$ cat src/rtl/apb_arbiter.sv
// APB master shared by NUM_REQ local requesters.
//
// Requesters raise req_valid with a payload (write, addr, wdata) and hold it until their
// req_done pulse. A round-robin arbiter picks one requester per IDLE cycle, then a standard
// SETUP/ACCESS transfer runs on the APB bus. A bus timer aborts a transfer that never sees
// pready within BUS_TIMER_EXPIRATION ACCESS cycles.
//
// Ports:
//   clk, reset_n          clock (posedge) and asynchronous active-low reset
//   req_valid/write       per-requester request and direction
//   req_addr/wdata        packed payloads, requester i at [i*W +: W]
//   req_done              one-hot single-cycle completion pulse
//   req_rdata, req_err    completion data/status, valid while req_done is high, held after
//   psel ... pwdata       APB master outputs (all registered)
//   prdata, pready,       APB slave responses
//   pslverr
module apb_arbiter #(
    parameter int unsigned NUM_REQ              = 4,
    parameter int unsigned ADDR_WIDTH           = 32,
    parameter int unsigned DATA_WIDTH           = 32,
    parameter int unsigned BUS_TIMER_EXPIRATION = 100
) (
    input  logic                             clk,
    input  logic                             reset_n,
    input  logic [NUM_REQ-1:0]               req_valid,
    input  logic [NUM_REQ-1:0]               req_write,
    input  logic [NUM_REQ*ADDR_WIDTH-1:0]    req_addr,
    input  logic [NUM_REQ*DATA_WIDTH-1:0]    req_wdata,
    output logic [NUM_REQ-1:0]               req_done,
    output logic [DATA_WIDTH-1:0]            req_rdata,
    output logic                             req_err,
    output logic                             psel,
    output logic                             penable,
    output logic                             pwrite,
    output logic [ADDR_WIDTH-1:0]            paddr,
    output logic [DATA_WIDTH-1:0]            pwdata,
    input  logic [DATA_WIDTH-1:0]            prdata,
    input  logic                             pready,
    input  logic                             pslverr
);

    localparam int unsigned GW = (NUM_REQ > 1) ? $clog2(NUM_REQ) : 1;
    localparam int unsigned TW = $clog2(BUS_TIMER_EXPIRATION + 1);

    typedef enum logic [1:0] {StIdle, StSetup, StAccess} state_e;

    state_e                  state_q, state_d;
    logic [GW-1:0]           last_grant_q, last_grant_d;
    logic [TW-1:0]           timer_q, timer_d;
    logic                    psel_q, psel_d;
    logic                    penable_q, penable_d;
    logic                    pwrite_q, pwrite_d;
    logic [ADDR_WIDTH-1:0]   paddr_q, paddr_d;
    logic [DATA_WIDTH-1:0]   pwdata_q, pwdata_d;
    logic [NUM_REQ-1:0]      req_done_q, req_done_d;
    logic [DATA_WIDTH-1:0]   req_rdata_q, req_rdata_d;
    logic                    req_err_q, req_err_d;

    logic                    grant_found;
    logic [GW-1:0]           grant_idx;
    logic [31:0]             scan_idx;

    // Round-robin search: first set request strictly after last_grant, wrapping around.
    always_comb begin
        grant_found = 1'b0;
        grant_idx   = '0;
        scan_idx    = '0;
        for (int unsigned k = 1; k <= NUM_REQ; k++) begin
            scan_idx = (32'(last_grant_q) + k) % NUM_REQ;
            if (!grant_found && req_valid[scan_idx[GW-1:0]]) begin
                grant_found = 1'b1;
                grant_idx   = scan_idx[GW-1:0];
            end
        end
    end

    always_comb begin
        state_d      = state_q;
        last_grant_d = last_grant_q;
        timer_d      = timer_q;
        psel_d       = psel_q;
        penable_d    = penable_q;
        pwrite_d     = pwrite_q;
        paddr_d      = paddr_q;
        pwdata_d     = pwdata_q;
        req_done_d   = '0;
        req_rdata_d  = req_rdata_q;
        req_err_d    = req_err_q;

        unique case (state_q)
            StIdle: begin
                if (grant_found) begin
                    last_grant_d = grant_idx;
                    pwrite_d     = req_write[grant_idx];
                    paddr_d      = req_addr[grant_idx*ADDR_WIDTH +: ADDR_WIDTH];
                    pwdata_d     = req_wdata[grant_idx*DATA_WIDTH +: DATA_WIDTH];
                    psel_d       = 1'b1;
                    penable_d    = 1'b0;
                    state_d      = StSetup;
                end
            end
            StSetup: begin
                penable_d = 1'b1;
                state_d   = StAccess;
            end
            StAccess: begin
                if (pready || (timer_q == TW'(BUS_TIMER_EXPIRATION - 1))) begin
                    psel_d     = 1'b0;
                    penable_d  = 1'b0;
                    pwrite_d   = 1'b0;
                    paddr_d    = '0;
                    pwdata_d   = '0;
                    req_done_d = NUM_REQ'(1) << last_grant_q;
                    if (pready) begin
                        req_rdata_d = pwrite_q ? '0 : prdata;
                        req_err_d   = pslverr;
                    end else begin
                        // Timeout abort: error regardless of slave state.
                        req_rdata_d = '0;
                        req_err_d   = 1'b1;
                    end
                    timer_d = '0;
                    state_d = StIdle;
                end else begin
                    timer_d = timer_q + 1'b1;
                end
            end
            default: state_d = StIdle;
        endcase
    end

    always_ff @(posedge clk or negedge reset_n) begin
        if (!reset_n) begin
            state_q      <= StIdle;
            last_grant_q <= GW'(NUM_REQ - 1);
            timer_q      <= '0;
            psel_q       <= 1'b0;
            penable_q    <= 1'b0;
            pwrite_q     <= 1'b0;
            paddr_q      <= '0;
            pwdata_q     <= '0;
            req_done_q   <= '0;
            req_rdata_q  <= '0;
            req_err_q    <= 1'b0;
        end else begin
            state_q      <= state_d;
            last_grant_q <= last_grant_d;
            timer_q      <= timer_d;
            psel_q       <= psel_d;
            penable_q    <= penable_d;
            pwrite_q     <= pwrite_d;
            paddr_q      <= paddr_d;
            pwdata_q     <= pwdata_d;
            req_done_q   <= req_done_d;
            req_rdata_q  <= req_rdata_d;
            req_err_q    <= req_err_d;
        end
    end

    assign psel      = psel_q;
    assign penable   = penable_q;
    assign pwrite    = pwrite_q;
    assign paddr     = paddr_q;
    assign pwdata    = pwdata_q;
    assign req_done  = req_done_q;
    assign req_rdata = req_rdata_q;
    assign req_err   = req_err_q;

endmodule

$ cat config.mk
export PLATFORM = sky130hd
export DESIGN_NAME = apb_arbiter
export DESIGN_NICKNAME = d
export VERILOG_FILES = /design/src/rtl/apb_arbiter.sv
export SDC_FILE = /design/constraint.sdc
export NUM_CORES = 1
export LEC_CHECK = 0
export CAP_MARGIN = 0
export CORE_AREA = 2 2 155 157
export DETAILED_ROUTE_END_ITERATION = 6
export DIE_AREA = 0 0 157 159
export GPL_TIMING_DRIVEN = 1
export SYNTH_ARGS = -nofsm -noshare
export SYNTH_HDL_FRONTEND = slang
export SYNTH_SLANG_ARGS = --single-unit
$ cat constraint.sdc
create_clock -name clk -period 4 [get_ports clk]
set_input_delay 0.6 -clock clk [delete_from_list [all_inputs] [get_ports clk]]
set_output_delay 0.6 -clock clk [all_outputs]
set_load 0.1 [all_outputs]
After elaboration in Yosys (flattened, before gate mapping)
Cells that the tools add are included.
Cells by class
  magnitude comparators: 5
  multiplexer cells: 39
  add/subtract/negate cells: 5
  eq/ne operators: 5
  shift-type cells: 3
  reduce and logical (&&, ||, !) cells: 15
Operators by type and width (count)
  variable part select 128 x 8 -> 32 bit: 2
  2-to-1 mux 32 bit: 5
  case mux 32 bit (2 select lines): 2
  less-than comparator 2 x 3 -> 1 bit, second input constant: 5
  2-to-1 mux 1 bit: 14
  2-to-1 mux 2 bit: 6
  binary-select mux 1 bit (select 2 bit): 5
  2-to-1 mux 4 bit: 2
  adder 7 x 1 -> 7 bit, second input constant: 1
  equality test 7 bit, second input constant: 1
  2-to-1 mux 7 bit: 1
  case mux 2 bit (3 select lines): 1
  AND reduction 2 bit: 3
  AND reduction 3 bit: 2
  adder 2 x 1 -> 2 bit, second input constant: 2
  adder 2 bit, second input constant: 2
  inequality test 2 bit, second input constant: 2
  case mux 1 bit (2 select lines): 2
  left shift 1 x 2 -> 4 bit, first input constant: 1
  logical AND 1 bit: 3
  zero test 1 bit: 3
  case mux 1 bit (3 select lines): 1
  nonzero test 3 bit: 1
  equality test 2 x 1 -> 1 bit, second input constant: 1
  4 further kinds: 4
Word-level totals
  flip-flop bits (word level): 115
  input port bits: 300

Depth between registers and ports, before layout
Gate-level depths: netlist (run 1).
  depth in word-level cells: 17
  gate-level depth with buffers: 12
  gate-level depth less buffers: 8

Worst setup path after synthesis (run 1)
No wires, ideal clock.
  path kind: register to register
  start point: register last_grant_q[0]
  end point: register paddr_q[14] (netlist: paddr[14])
  clock period less this slack: 3.233 ns
  path buffers: 4
  setup slack: 0.767 ns
  stages on the path, launching flop included: 13
  data arrival time: 3.101 ns
  path through: dfstp_2 > buf_2 > clkbuf_1 > inv_1 > ha_1 > mux4_2 > nor2_1 > o211ai_1 > o21ai_2 > buf_6 > clkbuf_4 > mux2i_1 > o221ai_2
Between the ends
  cells in the longest elaborated chain, start to end: 16
  elaborated cells on any way between the ends: 31
  classes of those cells: add/sub: 4; eq/ne: 1; shift: 1; mux: 18; reduce/logical: 7
RTL lines
  from (decl): RTL line 48  | logic [GW-1:0] last_grant_q, last_grant_d;
  from (signal assigned): RTL line 135  | last_grant_q <= GW'(NUM_REQ - 1);
  from (signal assigned): RTL line 147  | last_grant_q <= last_grant_d;
  adder 2 x 1 -> 2 bit: RTL line 69  | scan_idx = (32'(last_grant_q) + k) % NUM_REQ;
  binary-select mux 1 bit (select 2 bit): RTL line 70  | if (!grant_found && req_valid[scan_idx[GW-1:0]]) begin
  2-to-1 mux 1 bit (implied by the code): RTL line 70
  2-to-1 mux 1 bit: RTL line 70
  zero test 1 bit: RTL line 70
  logical AND 1 bit: RTL line 70
  2-to-1 mux 1 bit: RTL line 70
  zero test 1 bit: RTL line 70
  logical AND 1 bit: RTL line 70
  2-to-1 mux 1 bit: RTL line 70
  zero test 1 bit: RTL line 70
  logical AND 1 bit: RTL line 70
  2-to-1 mux 2 bit: RTL line 70
  variable part select 128 x 8 -> 32 bit: RTL line 95  | paddr_d = req_addr[grant_idx*ADDR_WIDTH +: ADDR_WIDTH];
  2-to-1 mux 32 bit: RTL line 92  | if (grant_found) begin
  case mux 32 bit (2 select lines): RTL line 90  | unique case (state_q)
  to (signal assigned): RTL line 152  | paddr_q <= paddr_d;
  to (decl): RTL line 53  | logic [ADDR_WIDTH-1:0] paddr_q, paddr_d;
Parallel ways exist; a longest one is shown, timed or not. The select of a mux whose other input is x is not followed.
A chain may end at the register's enable or synchronous reset.

Worst setup path in the final report (run 1)
  start point: register last_grant_q[0]
  end point: register paddr_q[13] (netlist: paddr[13])
Same word-level chain as after synthesis.

==> results.tsv, run 1 <==
stage	metric	value	unit
power_and_ir_drop	leakagePower	4.84	nW
synth	synth_commonest_cells	nand2_1, mux2i_1, dfrtp_1	
finish	synthToLayoutAreaGrowth	77.2	%
clock_network	clockBufferDepth	2	
finish	drive_above_1_share	7.09	%
sta	slew_headroom	29.3	%
routing	initialDrtViolationCount	254	
synth	async_reset_ff_share	100	%
clock_network	numCtsBuffers	17	
synth	ys.warnings.count	0	
setup_path	path_class	flip-flop to flip-flop	
setup_path	rrSetupSlack	0.51	ns
routing	vias_per_cell	4.72	
clock_network	cts_max_level	4	
synth	netlist_instances	601	
synth	yosys-top-cells-area	dfrtp_1, mux2i_1, nand2_1	
global_route	antenna_found_initial	1	
routing	vias	6239	
routing	drc	0	
global_route	grtUsageTotal	20.2	%
setup_path	crit_fanout	54	
power_and_ir_drop	p_per_area	1070	nW/um^2
sta	drv_slew	0	
synth	synth_area_leader_cell	dfrtp_1	
die	coreArea	23200	um^2
global_route	grt_max_degree	60	
sta	tightest_slew	1.06	ns
clock_network	tritoncts	yes	
die	initial_core_util	27.3	%
setup_path	required	4.27	ns
setup_path	r2r_cells	10	
finish	final_util	48.5	%
synth	synth_flop_cell	dfrtp_1	
sta	clock_skew	0.0100	ns
clock_network	postCtsSetupBuffers	0	
sta	period_share	87.1	%
synth	synth_seq_area_share	45.4	%
synth	synth-edff-count	0	
setup_path	crit_chain	inv_1 > ha_1 > mux4_2 > nor2_1 > o211ai_1 > o21ai_4 > buf_12 > buf_12 > mux2i_1 > o221ai_1	
synth	syn-num-nets	906	
synth	synth.avg_cell_area	10.6	um^2
synth	synth_cell_types	42	
placement	hpwl	18900	um
die	die_y	159	um
die	placementRows	56	
synth	yosysMostFrequentCell	nand2_1	
sta	period_minus_slack	3.49	ns
routing	wirelength	25300	um
setup_path	cp_common_cell	buf_12	
setup_path	cpMaxStageDelayCell	dfstp_2	
routing	drt-pass1-iter-count	4	
global_route	grt_pass1_wl	38300	um
sta	grt_setup_unrepaired	no	
finish	nets	1294	
die	die-width	157	um
global_route	grt-ovfl-total	0	
clock_network	clkSinkCount	115	
die	dieArea	25000	um^2
clock_network	cts.root.buffer_cell	clkbuf_16	
clock_network	hold_buffers	0	
clock_network	clk-insertion-delay-late	0.41	ns
global_route	grt_pass1_vias	6524	
sta	hold_viol	0	
setup_path	crit_path_end	paddr[13]	
clock_network	clk_pin_slew	0.06	ns
setup_path	r2r-start	last_grant_q[0]	
sta	fmax	287	MHz
sta	setup_viol_count_final	0	
routing	avgRoutedWirePerCell	19.1	um
setup_path	crit_path_max_incr_delay	0.74	ns
power_and_ir_drop	total_power	12.1	mW
synth	mappedNetlistArea	6340	um^2
setup_path	cp-start-kind	flip-flop	
synth	synth-seq-cells	115	
power_and_ir_drop	peakVddDrop	0.825	mV
setup_path	crit_start	last_grant_q[0]	
setup_path	r2r-end	paddr[13]	
job	cap_viol_max_count	0	
setup_path	crit_arrival	3.75	ns
sta	fin_setup_tns	0	ns
outcome	status	completed	
synth	post-synth-top-area-fraction	44.6	%
routing	drt.antenna.violating_nets	0	
die	ios	404	
clock_network	cts_resized	0	
hold_path	hold_path.class	input pin to asynchronous set/reset pin	
setup_path	endpoint_kind	flip-flop	
placement	gp_congestion	0.851	
placement	io_buffer_count	403	
routing by layer:
layer / up-vias / wire length, um / GRT usage [%]
met4: 0 / 458 / 6.46
met5: - / 0 / 0
met1: 2971 / 10100 / 24.0
li1: 2980 / - / -
met3: 26 / 1800 / 5.28
met2: 262 / 12900 / 35.2
sequential cells by signal (all words and copies together), names as in the netlist:
signal        flops
paddr            32
pwdata           32
req_rdata        32
timer_q           7
req_done          4
last_grant_q      2
state_q           2
penable           1
psel              1
pwrite            1
req_err           1
how the worst min path moves through the flow:
| stage | start | endpoint | slack, ns | cells after the start |
|---|---|---|---|---|
| global placement | req_rdata[29] | req_rdata[29] | 0.45 | 2 |
| floorplan | reset_n | paddr[0] | 0.30 | 0 |
| global route | reset_n | req_rdata[28] | 0.32 | 1 |
| finish | reset_n | req_rdata[28] | 0.26 | 1 |
| CTS | reset_n | req_rdata[28] | 0.31 | 1 |
| detailed placement | req_rdata[24] | req_rdata[24] | 0.45 | 2 |
where the power goes:
part           internal, mW  total [mW]  leakage (nW)  switching, mW
clock network         0.925        1.53         0.293          0.606
registers              1.72        2.05          1.47          0.333
logic                  2.62        8.49          3.08           5.87
total                  5.26        12.1          4.84           6.81
placed cells by master, fill, tap and decap left out, types with 2 or more instances in the layout:
master,netlist,layout
o21ai_1,2,2
nor2b_1,3,3
a21oi_1,2,2
xnor2_1,2,2
inv_6,0,3
buf_4,24,12
dfrtp_1,113,113
mux4_2,4,4
and2_1,4,4
clkinv_2,0,5
mux2i_1,133,133
nand2_1,140,139
clkdlybuf4s50_1,0,402
clkinv_4,0,4
inv_1,4,4
o221ai_1,57,57
ha_1,5,5
clkbuf_16,0,17
buf_12,0,4
o211ai_1,2,2
nor2_1,9,7
o21ai_0,3,3
bufinv_16,0,2
xor2_1,3,3
dfstp_2,2,2
nor2_2,1,2
nand2b_1,4,3
nand3_1,34,34
o221ai_2,9,9
final cells by class:
type                            count  area, um^2
Fill cell                        2206       12000
Timing Repair Buffer              418        4190
Multi-Input combinational cell    432        3160
Sequential cell                   115        2880
Clock buffer                       17         425
Tap cell                          319         399
Clock inverter                     15         158
Inverter                            5        18.8
Antenna cell                        1        2.50
critical path, delay by kind of cell (launching register included):
family	cells	cell delay, ns
multiplexers	2	0.82
flip-flops	1	0.74
buffers and inverters	3	0.72
adder cells (fa/ha/maj)	1	0.44
AO/OA/AOI/OAI	3	0.42
AND/OR/NAND/NOR	1	0.11
through the flow:
stage / cell area, um^2 / std cells / setup WS (ns) / hold slack (ns)
after floorplan: 6340 / 601 / 0.767 / 0.304
after global placement: 10700 / 1289 / 0.599 / 0.449
after detailed placement: 10700 / 1289 / 0.511 / 0.454
after CTS: 11200 / 1321 / 0.502 / 0.306
after global routing: 11200 / 1321 / 0.253 / 0.321
final: 11200 / 1322 / 0.515 / 0.256
kinds of logic (layout without fill, tap and decap cells):
group / after synthesis / in the layout / share of synthesized area [%]
AND/OR/NAND/NOR: 202 / 202 / 13.6
multiplexers: 137 / 137 / 22.4
flip-flops: 115 / 115 / 45.4
AO/OA/AOI/OAI: 83 / 83 / 11.8
buffers and inverters: 54 / 455 / 5.07
adder cells (fa/ha/maj): 5 / 5 / 0.986
XOR/XNOR: 5 / 5 / 0.691
other: 0 / 1 / 0
(Power assumes the default switching activity.)
==> run 2, diff against run 1 <==
--- a/config.mk
+++ b/config.mk
@@ -6,10 +6,12 @@
 export NUM_CORES = 1
 export LEC_CHECK = 0
 export CAP_MARGIN = 0
-export CORE_AREA = 2 2 155 157
+export CORE_AREA = 4 4 153 155
 export DETAILED_ROUTE_END_ITERATION = 6
 export DIE_AREA = 0 0 157 159
 export GPL_TIMING_DRIVEN = 1
+export PLACE_DENSITY = 0.66
+export SLEW_MARGIN = 20
 export SYNTH_ARGS = -nofsm -noshare
 export SYNTH_HDL_FRONTEND = slang
 export SYNTH_SLANG_ARGS = --single-unit
==> run 2 against run 1 <==
Sequential power is essentially flat. Wire length is essentially flat. Register-to-register slack gained 0.38 ns. Maximum frequency grew 12%. Highest routed layer unchanged. Largest power group unchanged. Clock-buffer cell count grew 1. Die area is the same. Cell area grew 0.52%.
==> results.tsv, run 2 (same netlist as run 1, synthesis figures left out) <==
stage	metric	value	unit	change
outcome	status	completed		
clock_network	clockBufferDepth	2		unchanged
placement	io_buffer_count	403		unchanged
power_and_ir_drop	switching_share	55.6	%	-0.82 points
sta	period_share	77.6	%	-9.5 points
finish	final_area	11300	um^2	+0.52%
setup_path	required	4.27	ns	about the same
setup_path	crit_path_end	paddr[11]		
finish	antenna_cells	0		-1
routing	initialDrtViolationCount	276		+8.7%
sta	drv_slew	0		unchanged
placement	gp_congestion	0.852		about the same
finish	synthToLayoutAreaGrowth	78.2	%	
setup_path	crit_chain	inv_1 > ha_1 > mux4_2 > nor2_1 > o211ai_1 > o21ai_4 > buf_12 > buf_12 > mux2i_1 > o221ai_1		
setup_path	r2r-start	last_grant_q[1]		
global_route	grt-ovfl-total	0		unchanged
global_route	antenna_found_initial	0		-1
sta	hold_viol	0		unchanged
sta	fmax	322	MHz	+12%
sta	slew_headroom	29.9	%	+0.55 points
die	ios	404		unchanged
global_route	grt_pass1_wl	38300	um	about the same
die	coreArea	21800	um^2	-5.9%
clock_network	cts_resized	0		unchanged
power_and_ir_drop	p_per_area	1090	nW/um^2	+1.3%
clock_network	clkSinkCount	115		unchanged
power_and_ir_drop	pwr-share-clk	12.9	%	+0.2 points
power_and_ir_drop	p_sw	6.84	mW	+0.36%
setup_path	crit_arrival	3.37	ns	-0.38 ns
placement	hpwl	18900	um	-0.30%
sta	grt_setup_unrepaired	no		
clock_network	clk-insertion-delay-late	0.41	ns	about the same
setup_path	r2r_cells	10		unchanged
placement	dp_cells	1253		-2.8%
setup_path	crit_cells	10		unchanged
setup_path	crit_fanout	20		-63%
clock_network	clk_pin_slew	0.06	ns	about the same
die	dieArea	25000	um^2	unchanged
sta	period_minus_slack	3.10	ns	-0.382 ns
sta	setup_viol_count_final	0		unchanged
sta	hold_slack	0.274	ns	+0.0179 ns
hold_path	hold_path.class	input pin to asynchronous set/reset pin		
routing	drt.antenna.violating_nets	0		unchanged
die	initial_core_util	29.1	%	+1.7 points
clock_network	hold_buffers	0		unchanged
sta	tightest_slew	1.05	ns	-0.00829 ns
routing	vias_per_cell	4.89		+3.6%
finish	layout.cells.non_filler	1285		-2.8%
setup_path	path_buf_inv	3		unchanged
power_and_ir_drop	comb_power_share	70.7	%	+0.4 points
routing	vias	6282		+0.69%
setup_path	cpMaxStageDelayCell	dfstp_2		
global_route	grt_pass1_vias	6674		+2.3%
finish	nets	1297		+0.23%
clock_network	cts_max_level	4		unchanged
routing	wirelength	25300	um	about the same
routing	drt-pass1-iter-count	4		unchanged
clock_network	postCtsSetupBuffers	0		unchanged
routing	avgRoutedWirePerCell	19.7	um	+2.9%
routing	drc	0		unchanged
clock_network	cts.root.buffer_cell	clkbuf_16		
power_and_ir_drop	power.internal	5.46	mW	+3.8%
setup_path	cp_common_cell	buf_12		
global_route	grt_max_degree	116		+93%
setup_path	crit_path_max_incr_delay	0.63	ns	-0.11 ns
sta	fin_setup_tns	0	ns	unchanged
finish	layout_commonest_cell	clkdlybuf4s50_1		
die	die-width	157	um	unchanged
finish	final_util	51.8	%	+3.3 points
finish	multi_input_area	3160	um^2	unchanged
setup_path	endpoint_kind	flip-flop		
placement	dpl_cell_area	10700	um^2	+0.34%
die	die_y	159	um	unchanged
setup_path	path_class	flip-flop to flip-flop		
sta	clock_skew	0.00982	ns	-0.000218 ns
die	placementRows	54		-3.6%
finish	mostFrequentLayoutCells	clkdlybuf4s50_1, nand2_1, mux2i_1		
finish	drive_above_1_share	7.26	%	+0.18 points
clock_network	tritoncts	yes		
finish	register_area	2880	um^2	unchanged
clock_network	numCtsBuffers	17		unchanged
setup_path	crit_start	last_grant_q[1]		
power_and_ir_drop	pwr-share-seq	16.4	%	-0.6 points
finish	num-fill-cells	1989		-9.8%
setup_path	r2r-end	paddr[11]		
global_route	grtUsageTotal	19.8	%	-0.41 points
power_and_ir_drop	leakagePower	4.88	nW	+0.82%
setup_path	path_delay_family	multiplexers		
job	cap_viol_max_count	0		unchanged
setup_path	cp-start-kind	flip-flop		
setup_path	rrSetupSlack	0.90	ns	+0.38 ns
power_and_ir_drop	peakVddDrop	0.636	mV	-23%
==> run 2: changes by cell type in the layout (fill, tap and decap cells not counted) <==
cell	previous run	this run
buf_12	4	9
buf_4	12	10
bufinv_16	2	3
clkbuf_1	0	1
clkinv_2	5	2
clkinv_4	4	3
clkinvlp_4	0	2
diode_2	1	0
==> run 2: final cells by class <==
| type | instances | share of cell area (%) |
|---|---|---|
| clock buffer | 18 | 3.80 |
| timing repair buffer | 421 | 37.9 |
| tap | 280 | 3.10 |
| inverter | 5 | 0.166 |
| clock inverter | 14 | 1.58 |
| multi-input combinational | 432 | 28.0 |
| sequential | 115 | 25.5 |
==> run 2: power by group through the flow <==
stage	Clock (mW)	Combinational, mW	Sequential [mW]
after floorplan	0	3.24	5.32
after global placement	0	8.72	2.02
after detailed placement	0	8.78	2.03
after CTS	1.62	8.78	2.02
after global routing	1.67	9.15	2.09
final	1.58	8.70	2.02
==> run 2: worst register-to-register path, cell delays in order, from the launching register on <==
cell,delay (ns)
dfstp_2,0.63
inv_1,0.10
ha_1,0.42
mux4_2,0.60
nor2_1,0.11
o211ai_1,0.13
o21ai_4,0.13
buf_12,0.22
buf_12,0.24
mux2i_1,0.25
o221ai_1,0.15
==> run 2: layer usage <==
| layer | vias to the layer above | routed length, um | GRT usage [%] |
|---|---|---|---|
| li1 | 2977 | - | - |
| met1 | 2978 | 9890 | 23.5 |
| met2 | 275 | 12500 | 33.8 |
| met3 | 52 | 1970 | 4.95 |
| met4 | 0 | 908 | 8.32 |
| met5 | - | 0 | 0 |
==> run 2: worst min path at each step <==
stage / endpoint / cells past startpoint
2_1_floorplan: paddr[0] / 0
3_3_place_gp: req_rdata[18] / 2
3_5_place_dp: req_rdata[23] / 2
4_1_cts: pwdata[13] / 2
5_1_grt: pwdata[5] / 2
6_report: pwdata[5] / 2
==> run 2: per-stage QoR <==
| step | setup WS (ns) | total power [mW] |
|---|---|---|
| after detailed placement | 0.887 | 10.8 |
| after floorplan | 0.767 | 8.56 |
| after CTS | 0.875 | 12.4 |
| after global placement | 0.954 | 10.7 |
| after global routing | 0.687 | 12.9 |
| final | 0.897 | 12.3 |
